===== src/rtl/acquisition_sequencer_if.sv =====
// acquisition_sequencer_if: host control, trigger-hub handshake and capture RAM
// write port of the acquisition sequencer, grouped in one bundle.
// master = host / hub / RAM side, slave = the sequencer itself.
interface acquisition_sequencer_if #(
  parameter int ADDR_WIDTH = 10
);
  logic                  start;
  logic                  stop;
  logic                  rearm;
  logic                  ack;
  logic [ADDR_WIDTH-1:0] pre_count;
  logic [ADDR_WIDTH-1:0] post_count;
  logic                  sample_valid;
  logic [1:0]            trigger_state;
  logic                  hub_arm;
  logic                  hub_reset;
  logic                  wr_en;
  logic [ADDR_WIDTH-1:0] wr_addr;
  logic [ADDR_WIDTH-1:0] trig_addr;
  logic [ADDR_WIDTH-1:0] start_addr;
  logic                  busy;
  logic                  done;
  logic                  capture_valid;
  logic                  timed_out;

  modport master (
    output start, stop, rearm, ack, pre_count, post_count, sample_valid, trigger_state,
    input  hub_arm, hub_reset, wr_en, wr_addr, trig_addr, start_addr,
           busy, done, capture_valid, timed_out
  );

  modport slave (
    input  start, stop, rearm, ack, pre_count, post_count, sample_valid, trigger_state,
    output hub_arm, hub_reset, wr_en, wr_addr, trig_addr, start_addr,
           busy, done, capture_valid, timed_out
  );
endinterface


===== src/rtl/acquisition_sequencer.sv =====
// acquisition_sequencer: runs one capture cycle around the trigger hub.
// Prefills the circular capture buffer with pre_count samples, arms the hub,
// waits for the trigger, collects post_count samples (trigger sample is
// post sample 0) and holds the buffer until the host acknowledges.
// Optional feature: define ACQ_SEQ_AUTO_TRIGGER_EN to force a trigger after
// AUTO_TIMEOUT cycles in ARMED (sets timed_out).
module acquisition_sequencer #(
  parameter int ADDR_WIDTH   = 10,
  parameter int AUTO_TIMEOUT = 1000000
) (
  input logic                   clk,
  input logic                   rst,
  acquisition_sequencer_if.slave bus
);

  typedef enum logic [2:0] {
    IDLE,
    PREFILL,
    ARMED,
    POST,
    HOLD
  } state_t;

  state_t                state;
  logic [ADDR_WIDTH-1:0] ptr;
  logic [ADDR_WIDTH-1:0] cnt;
  logic [ADDR_WIDTH-1:0] cnt_inc;
  logic [ADDR_WIDTH-1:0] pre_lat;
  logic [ADDR_WIDTH-1:0] post_lat;
  logic                  hub_trig;
  logic                  force_trig;
  logic                  post_full;
  logic                  post_last;

  assign cnt_inc   = cnt + 1'b1;
  assign hub_trig  = (bus.trigger_state == 2'b10) || (bus.trigger_state == 2'b11);
  // Post quota can already be met on POST entry (trigger write counted, or post_count = 0).
  assign post_full = (cnt == post_lat);
  assign post_last = post_full || (bus.sample_valid && (cnt_inc == post_lat));

  // NOTE: wr_en is combinational so the RAM sees a sample in the same cycle it arrives.
  assign bus.wr_en   = bus.sample_valid &&
                       ((state == PREFILL) || (state == ARMED) || ((state == POST) && !post_full));
  assign bus.wr_addr = ptr;

`ifdef ACQ_SEQ_AUTO_TRIGGER_EN
  logic [31:0] to_cnt;

  // Cycles spent in ARMED; cleared whenever the sequencer is anywhere else.
  always_ff @(posedge clk or posedge rst) begin
    if (rst) begin
      to_cnt <= '0;
    end else if (state == ARMED) begin
      to_cnt <= to_cnt + 32'd1;
    end else begin
      to_cnt <= '0;
    end
  end

  assign force_trig = (state == ARMED) && (to_cnt == 32'(AUTO_TIMEOUT - 1));
`else
  // Auto-trigger not built: ARMED waits for the hub indefinitely (condition is always false).
  assign force_trig = (AUTO_TIMEOUT < 0);
`endif

  // Sequencer FSM with all registered outputs; stop overrides every other input.
  always_ff @(posedge clk or posedge rst) begin
    if (rst) begin
      // NOTE: asynchronous reset clears every register, so outputs drop without waiting for clk.
      state             <= IDLE;
      ptr               <= '0;
      cnt               <= '0;
      pre_lat           <= '0;
      post_lat          <= '0;
      bus.hub_arm       <= 1'b0;
      bus.hub_reset     <= 1'b0;
      bus.trig_addr     <= '0;
      bus.start_addr    <= '0;
      bus.busy          <= 1'b0;
      bus.done          <= 1'b0;
      bus.capture_valid <= 1'b0;
      bus.timed_out     <= 1'b0;
    end else begin
      // NOTE: non-blocking assignments throughout; later assignments in this block win.
      bus.hub_reset <= 1'b0;
      bus.done      <= 1'b0;
      if (bus.wr_en) begin
        ptr <= ptr + 1'b1;
      end

      if (bus.stop) begin
        state             <= IDLE;
        bus.hub_arm       <= 1'b0;
        bus.hub_reset     <= 1'b1;
        bus.busy          <= 1'b0;
        bus.capture_valid <= 1'b0;
      end else begin
        unique case (state)
          IDLE: begin
            if (bus.start) begin
              state         <= PREFILL;
              ptr           <= '0;
              cnt           <= '0;
              pre_lat       <= bus.pre_count;
              post_lat      <= bus.post_count;
              bus.hub_reset <= 1'b1;
              bus.timed_out <= 1'b0;
              bus.busy      <= 1'b1;
            end
          end

          PREFILL: begin
            if (pre_lat == '0) begin
              state       <= ARMED;
              bus.hub_arm <= 1'b1;
            end else if (bus.sample_valid) begin
              cnt <= cnt_inc;
              if (cnt_inc == pre_lat) begin
                state       <= ARMED;
                bus.hub_arm <= 1'b1;
              end
            end
          end

          ARMED: begin
            if (hub_trig || force_trig) begin
              state         <= POST;
              bus.trig_addr <= ptr;
              bus.hub_arm   <= 1'b0;
              // A write in the trigger cycle lands at trig_addr and is post sample 0.
              cnt           <= (bus.sample_valid && (post_lat != '0)) ? ADDR_WIDTH'(1) : '0;
              if (!hub_trig) begin
                bus.timed_out <= 1'b1;
              end
            end
          end

          POST: begin
            if (!post_full && bus.sample_valid) begin
              cnt <= cnt_inc;
            end
            if (post_last) begin
              state             <= HOLD;
              bus.done          <= 1'b1;
              bus.hub_reset     <= 1'b1;
              bus.capture_valid <= 1'b1;
              bus.start_addr    <= bus.trig_addr - pre_lat;
            end
          end

          HOLD: begin
            if (bus.ack) begin
              bus.capture_valid <= 1'b0;
              if (bus.rearm) begin
                state    <= PREFILL;
                cnt      <= '0;
                pre_lat  <= bus.pre_count;
                post_lat <= bus.post_count;
              end else begin
                state    <= IDLE;
                bus.busy <= 1'b0;
              end
            end
          end

          default: state <= IDLE;
        endcase
      end
    end
  end

endmodule


===== src/flat_wrapper.sv =====
// flat-port wrapper written by rule: the top's interface ports become plain ports
module acquisition_sequencer_flat 
#(
  parameter int ADDR_WIDTH   = 10,
  parameter int AUTO_TIMEOUT = 1000000
)
  (clk, rst, bus_start, bus_stop, bus_rearm, bus_ack, bus_pre_count, bus_post_count, bus_sample_valid, bus_trigger_state, bus_hub_arm, bus_hub_reset, bus_wr_en, bus_wr_addr, bus_trig_addr, bus_start_addr, bus_busy, bus_done, bus_capture_valid, bus_timed_out);
  acquisition_sequencer_if #(.ADDR_WIDTH(ADDR_WIDTH)) bus_i ();
  input logic clk;
  input logic rst;
  input wire logic [$bits(bus_i.start)-1:0] bus_start;
  input wire logic [$bits(bus_i.stop)-1:0] bus_stop;
  input wire logic [$bits(bus_i.rearm)-1:0] bus_rearm;
  input wire logic [$bits(bus_i.ack)-1:0] bus_ack;
  input wire logic [$bits(bus_i.pre_count)-1:0] bus_pre_count;
  input wire logic [$bits(bus_i.post_count)-1:0] bus_post_count;
  input wire logic [$bits(bus_i.sample_valid)-1:0] bus_sample_valid;
  input wire logic [$bits(bus_i.trigger_state)-1:0] bus_trigger_state;
  output wire logic [$bits(bus_i.hub_arm)-1:0] bus_hub_arm;
  output wire logic [$bits(bus_i.hub_reset)-1:0] bus_hub_reset;
  output wire logic [$bits(bus_i.wr_en)-1:0] bus_wr_en;
  output wire logic [$bits(bus_i.wr_addr)-1:0] bus_wr_addr;
  output wire logic [$bits(bus_i.trig_addr)-1:0] bus_trig_addr;
  output wire logic [$bits(bus_i.start_addr)-1:0] bus_start_addr;
  output wire logic [$bits(bus_i.busy)-1:0] bus_busy;
  output wire logic [$bits(bus_i.done)-1:0] bus_done;
  output wire logic [$bits(bus_i.capture_valid)-1:0] bus_capture_valid;
  output wire logic [$bits(bus_i.timed_out)-1:0] bus_timed_out;
  assign bus_i.start = bus_start;
  assign bus_i.stop = bus_stop;
  assign bus_i.rearm = bus_rearm;
  assign bus_i.ack = bus_ack;
  assign bus_i.pre_count = bus_pre_count;
  assign bus_i.post_count = bus_post_count;
  assign bus_i.sample_valid = bus_sample_valid;
  assign bus_i.trigger_state = bus_trigger_state;
  assign bus_hub_arm = bus_i.hub_arm;
  assign bus_hub_reset = bus_i.hub_reset;
  assign bus_wr_en = bus_i.wr_en;
  assign bus_wr_addr = bus_i.wr_addr;
  assign bus_trig_addr = bus_i.trig_addr;
  assign bus_start_addr = bus_i.start_addr;
  assign bus_busy = bus_i.busy;
  assign bus_done = bus_i.done;
  assign bus_capture_valid = bus_i.capture_valid;
  assign bus_timed_out = bus_i.timed_out;
  acquisition_sequencer #(.ADDR_WIDTH(ADDR_WIDTH), .AUTO_TIMEOUT(AUTO_TIMEOUT)) u_core (.clk(clk), .rst(rst), .bus(bus_i));
endmodule

===== config.mk =====
export PLATFORM = sky130hd
export DESIGN_NAME = acquisition_sequencer_flat
export DESIGN_NICKNAME = d
export VERILOG_FILES = /design/src/rtl/acquisition_sequencer_if.sv /design/src/rtl/acquisition_sequencer.sv /design/src/flat_wrapper.sv
export SDC_FILE = /design/constraint.sdc
export NUM_CORES = 1
export LEC_CHECK = 0
export CAP_MARGIN = 0
export CORE_AREA = 2 2 88 90
export DETAILED_ROUTE_END_ITERATION = 8
export DIE_AREA = 0 0 90 92
export PLACE_DENSITY = 0.91
export SLEW_MARGIN = 5
export SYNTH_ARGS = -nofsm -noshare
export SYNTH_HDL_FRONTEND = slang
export SYNTH_SLANG_ARGS = --single-unit

===== constraint.sdc =====
create_clock -name clk -period 4.23 [get_ports clk]
set_input_delay 0.846 -clock clk [delete_from_list [all_inputs] [get_ports clk]]
set_output_delay 0.846 -clock clk [all_outputs]
set_load 0.02 [all_outputs]

# Word-level counts from Yosys, hierarchy flattened
# Index checks and enable logic that the tools add are counted.
totals:
  ff_bits: 68
  input_bits: 29
  out_inout_bits: 37
  elab_cells: 117
op_classes:
  addsub: 3
  n_eq_ne: 23
  n_mux: 52
  bitwise: 1
  n_reduce_logical: 26
op_table:
  columns: ["cell", "n"]
  rows:
  - ["$mux 10", 17]
  - ["$pmux 10 s5", 1]
  - ["$pmux 10 s2", 2]
  - ["$eq 10x10->1", 3]
  - ["$mux 3", 8]
  - ["$add 10x1->10 const B", 2]
  - ["$mux 1", 19]
  - ["$pmux 3 s5", 1]
  - ["$ne 2x2->1 const B", 6]
  - ["$logic_not 10->1", 1]
  - ["$reduce_bool 10->1", 1]
  - ["$sub 10x10->10", 1]
  - ["$ne 3x3->1 const B", 3]
  - ["$reduce_and 3->1", 3]
  - ["$reduce_and 9->1", 1]
  - ["$reduce_bool 3->1", 3]
  - ["$ne 4x4->1 const B", 2]
  - ["$pmux 1 s2", 4]
  - ["$reduce_and 4->1", 2]
  - ["$eq 3x2->1 const B", 2]
  - ["$ne 3x2->1 const B", 2]
  - ["$reduce_and 6->1", 1]
  - ["$logic_and 1x1->1", 5]
  - ["$reduce_and 5->1", 1]
  - ["10 further kinds", 14]

# Depth between registers and ports, before layout
depth:
  ltp_word: 9
  ltp_mapped: 10
  ltp_nobuf: 10

# Worst setup path after synthesis
# Ideal clock, no wire load.
synth_path:
  path_type: "register to register"
  startpoint: "reg u_core.cnt[1]"
  endpoint: "reg u_core.bus.start_addr[2]"
  arrival_ns: 2.518
  required_time_ns: 4.105
  setup_slack_ns: 1.587
  stages_incl_launch_ff: 10
  n_path_buf: 1
  period_less_slack_ns: 2.643
  path_cell_list: "dfrtp_1 -> ha_1 -> nand3_1 -> or4b_1 -> o31ai_1 -> a21oi_1 -> o41a_1 -> nor3_2 -> buf_6 -> mux2_4"
synth_between:
  elab_chain_cells: 5
  elab_cells_between_ends: 6
  cone_classes: "add/sub: 1; eq/ne: 2; reduce/logical: 3"
synth_lines:
  columns: ["element", "line_no", "text"]
  rows:
  - ["from (decl)", "acquisition_sequencer.sv:26", "logic [ADDR_WIDTH-1:0] cnt;"]
  - ["from (signal assigned)", "acquisition_sequencer.sv:117", "cnt <= cnt_inc;"]
  - ["from (signal assigned)", "acquisition_sequencer.sv:131", "cnt <= (bus.sample_valid && (post_lat != '0)) ? ADDR_WIDTH'(1) : '0;"]
  - ["from (signal assigned)", "acquisition_sequencer.sv:140", "cnt <= cnt_inc;"]
  - ["$add 10x1->10", "acquisition_sequencer.sv:35", "assign cnt_inc = cnt + 1'b1;"]
  - ["$eq 10x10->1", "acquisition_sequencer.sv:39", "assign post_last = post_full || (bus.sample_valid && (cnt_inc == post_lat));"]
  - ["$logic_and 1x1->1", "acquisition_sequencer.sv:39", null]
  - ["$logic_or 1x1->1 (*)", "acquisition_sequencer.sv:39", null]
  - ["$reduce_and 3->1 (no source line) (*)", null, null]
  - ["to (signal assigned)", "acquisition_sequencer.sv:147", "bus.start_addr <= bus.trig_addr - pre_lat;"]
  - ["to (decl)", "acquisition_sequencer_if.sv:34", "output hub_arm, hub_reset, wr_en, wr_addr, trig_addr, start_addr,"]
# Mark *: on every way between the ends. The rest lies on a longest branch, timed or not.
# A chain may end at the register's enable or synchronous reset.

# Worst setup path after layout
layout_path:
  startpoint: "in bus_sample_valid"
  endpoint: "out bus_wr_en"
layout_between:
  elab_chain_cells: 1
layout_lines:
  columns: ["element", "line_no", "text"]
  rows:
  - ["from (decl)", "flat_wrapper.sv:17", "input wire logic [$bits(bus_i.sample_valid)-1:0] bus_sample_valid;"]
  - ["$logic_and 1x1->1", "acquisition_sequencer.sv:42", "assign bus.wr_en = bus.sample_valid &&"]
  - ["to (decl)", "flat_wrapper.sv:21", "output wire logic [$bits(bus_i.wr_en)-1:0] bus_wr_en;"]
# No other way between the ends.

==> run metrics <==
Seq/Total Area, Yosys 41.3%; CTS tree yes; number of antenna violations at the first check in global routing 0; Die Width 90 microns; CP max stage delay 0.61 ns; status complete, no violations; Synthesis Warnings 0; final hold violations 0; DRC errors left 0; routed via count 3508; dpl ws 0.800 ns; largest net degree at the start of global routing 41; Worst Skew 0.0119 ns; die height 92 microns; P&R area growth vs syn 20.9%; type of origin of the critical path input port; ANT nets after route 0; clock slew seen by the registers of the worst setup and hold paths 0.07 ns; gpl congestion 0.897; adder-cell share of the synthesized area 4.07%; synthesized flop and latch total 68; CTS buffer count 9; WL/cell 17.2 microns; cell with the most instances after synthesis dfrtp_1; ys flop type dfrtp_1; Synth top area share 41.3%; Yosys cell types 58; P_leak 0.00213 uW; all-layer global routing usage 25.9%; Worst slew margin 30.5%; design area 0.00498 sq mm; post-CTS sizing 0; Max Clk Rate 291 MHz; Seq. cell area 0.00170 sq mm; CTS H-tree depth 3; # diodes 0; ranking of synthesized cells by area dfrtp_1, mux2_2, xor2_1; root buffer cell clkbuf_8; DIE AREA 0.00828 sq mm; Final Cycle Share 81.3%; dpl hpwl 7500 microns; hold crit path type reg2reg; total design power 2660 uW; Row Count 32; worst path arrival time 2.59 ns; Clock Sinks 68; Req. time, crit path 3.38 ns; Initial Util 55.3%; Core ar. 0.00745 sq mm; crit-path most repeated cell clkdlybuf4s50_1; Post-Synth Simple-Gate Area 16.5%; fin. max-slew vios 0; final worst slack 0.792 ns; clock latency on the worst-skew pair 0.36 ns; CP cell instances clkdlybuf4s50_1 > nor3b_1 > o21a_1 > clkdlybuf4s50_1; cell area after placement 0.00480 sq mm; VDD IR-drop max 318 uV; Post-Syn Nets 466; layout cells sized above 1 12.4%; cell taking the most area after synthesis dfrtp_1; postcts setup bufs 0; RSZ-0062 raised after global routing false; Final Net Count 521; Post-Synth XOR/XNOR Area 9.57%; slowest CP cell clkdlybuf4s50_1; number of synthesized flops with an enable pin 0; initial drt markers 320; average cell area after synthesis 9.69 sq um; Cells after Synth 425; Compound-Gate Fraction of Synth Area 13.4%; Setup Crit Path Kind in2out; fin crit period 3.44 ns; WL final 10100 microns; Syn Std Cell Area 0.00412 sq mm; Worst Max-Slew Pin Slew 1.03 ns; number of port buffers 63; Cell Pwr Density 534 mW/mm^2; Synth top cells by count dfrtp_1, nand2_1, nor2_1, o21ai_0, xor2_1; Post-Route Setup TNS 0 ns; mux share of post-synthesis cell area 10.1%; CP endpoint kind output pin; vias in the first global route 3462; clk buf depth 2; drt pass-1 iters 5; grt total ovfl 0; Vias/cell 5.98; first-pass GRT wire length 17000 microns; I/O pin count 66; Max Cap Viol 0; largest family of logic cells by synthesized area simple AND/OR/NAND/NOR gates; hold buffer count at CTS 0; CP max FO 5; Layout fillers 588; multi-input logic area 0.00222 sq mm; Post-synth ARST share 100%; Final setup viols 0
==> logic make-up (layout without fill, tap and decap cells) <==
logic type	count (synthesis)	in the layout
flip-flops	68	68
buffers and inverters	45	105
XOR/XNOR	45	45
AND/OR/NAND/NOR	131	131
other	1	1
multiplexers	35	35
adder cells (fa/ha/maj)	13	13
AO/OA/AOI/OAI	87	87
==> worst max-delay path, delay by kind of cell <==
family | cells | cell delay (ns)
AO/OA/AOI/OAI | 1 | 0.21
buffers and inverters | 2 | 1.21
AND/OR/NAND/NOR | 1 | 0.31
==> placed cells by master, fill, tap and decap left out, drive strengths merged, types with 4 or more instances in the layout <==
| cell type | synthesis | routed |
|---|---|---|
| inv | 20 | 23 |
| a31oi | 5 | 5 |
| nand2b | 7 | 7 |
| mux2 | 30 | 30 |
| nand2 | 32 | 32 |
| xnor2 | 21 | 21 |
| mux2i | 5 | 5 |
| ha | 11 | 11 |
| clkbuf | 13 | 9 |
| nor3 | 8 | 8 |
| and2 | 4 | 4 |
| nand3 | 9 | 9 |
| and3 | 5 | 5 |
| buf | 12 | 6 |
| xor2 | 24 | 24 |
| nor4 | 8 | 8 |
| dfrtp | 68 | 68 |
| nor2b | 6 | 6 |
| o41ai | 4 | 4 |
| o21ai | 30 | 30 |
| nand4 | 9 | 9 |
| clkdlybuf4s50 | 0 | 63 |
| o31ai | 8 | 8 |
| nor2 | 29 | 29 |
| a21oi | 19 | 19 |
==> metal layers <==
metal	vias to the layer above	track usage, %	routed length, microns
li1	1617	-	-
met1	1703	33.1	4130
met2	151	42.5	4950
met3	37	4.85	683
met4	0	12.8	352
met5	-	0	0
==> metrics by stage <==
| stage | std cells | hold slack, ns | utilization (%) |
|---|---|---|---|
| floorplan | 425 | 0.508 | - |
| global placement | 571 | 0.497 | 64.4 |
| detailed placement | 571 | 0.489 | 64.4 |
| CTS | 587 | 0.510 | 66.9 |
| global route | 587 | 0.533 | 66.9 |
| finish | 587 | 0.506 | 66.9 |
==> final timing paths <==
check / slack, ns / startpoint / depth (start not counted) / endpoint
min reg2reg: 0.51 / u_core.bus.hub_arm$_DFFE_PP0P_ / 1 / u_core.bus.hub_arm$_DFFE_PP0P_
max: 0.79 / bus_sample_valid / 4 / bus_wr_en
min: 0.51 / u_core.bus.hub_arm$_DFFE_PP0P_ / 1 / u_core.bus.hub_arm$_DFFE_PP0P_
min in group asynchronous: 0.86 / rst / 2 / u_core.bus.done$_DFF_PP0_
max in group asynchronous: 2.42 / rst / 3 / u_core.post_lat[1]$_DFFE_PP0P_
max reg2reg: 1.06 / u_core.cnt[0]$_DFFE_PP0P_ / 10 / u_core.bus.start_addr[8]$_DFFE_PP0P_
==> layout make-up <==
type	count	area share [%]
clock inverters	7	1.16
multi-input cells	312	44.5
clock buffers	9	2.49
well taps	102	2.56
repair buffers	69	13.6
flip-flops and latches	68	34.2
inverters	20	1.51
==> flip-flops by register name, indices dropped and copies added (netlist names) <==
| register | flops |
|---|---|
| u_core.bus.start_addr | 10 |
| u_core.bus.trig_addr | 10 |
| u_core.bus.wr_addr | 10 |
| u_core.cnt | 10 |
| u_core.post_lat | 10 |
| u_core.pre_lat | 10 |
| u_core.state | 3 |
| u_core.bus.busy | 1 |
| u_core.bus.capture_valid | 1 |
| u_core.bus.done | 1 |
| u_core.bus.hub_arm | 1 |
| u_core.bus.hub_reset | 1 |
==> power breakdown <==
| part | switching (uW) | internal, uW | total [uW] |
|---|---|---|---|
| clock network | 279 | 219 | 498 |
| registers | 231 | 799 | 1030 |
| logic | 599 | 531 | 1130 |
| total | 1110 | 1550 | 2660 |
Note: power is estimated with default switching activity, not from simulation.
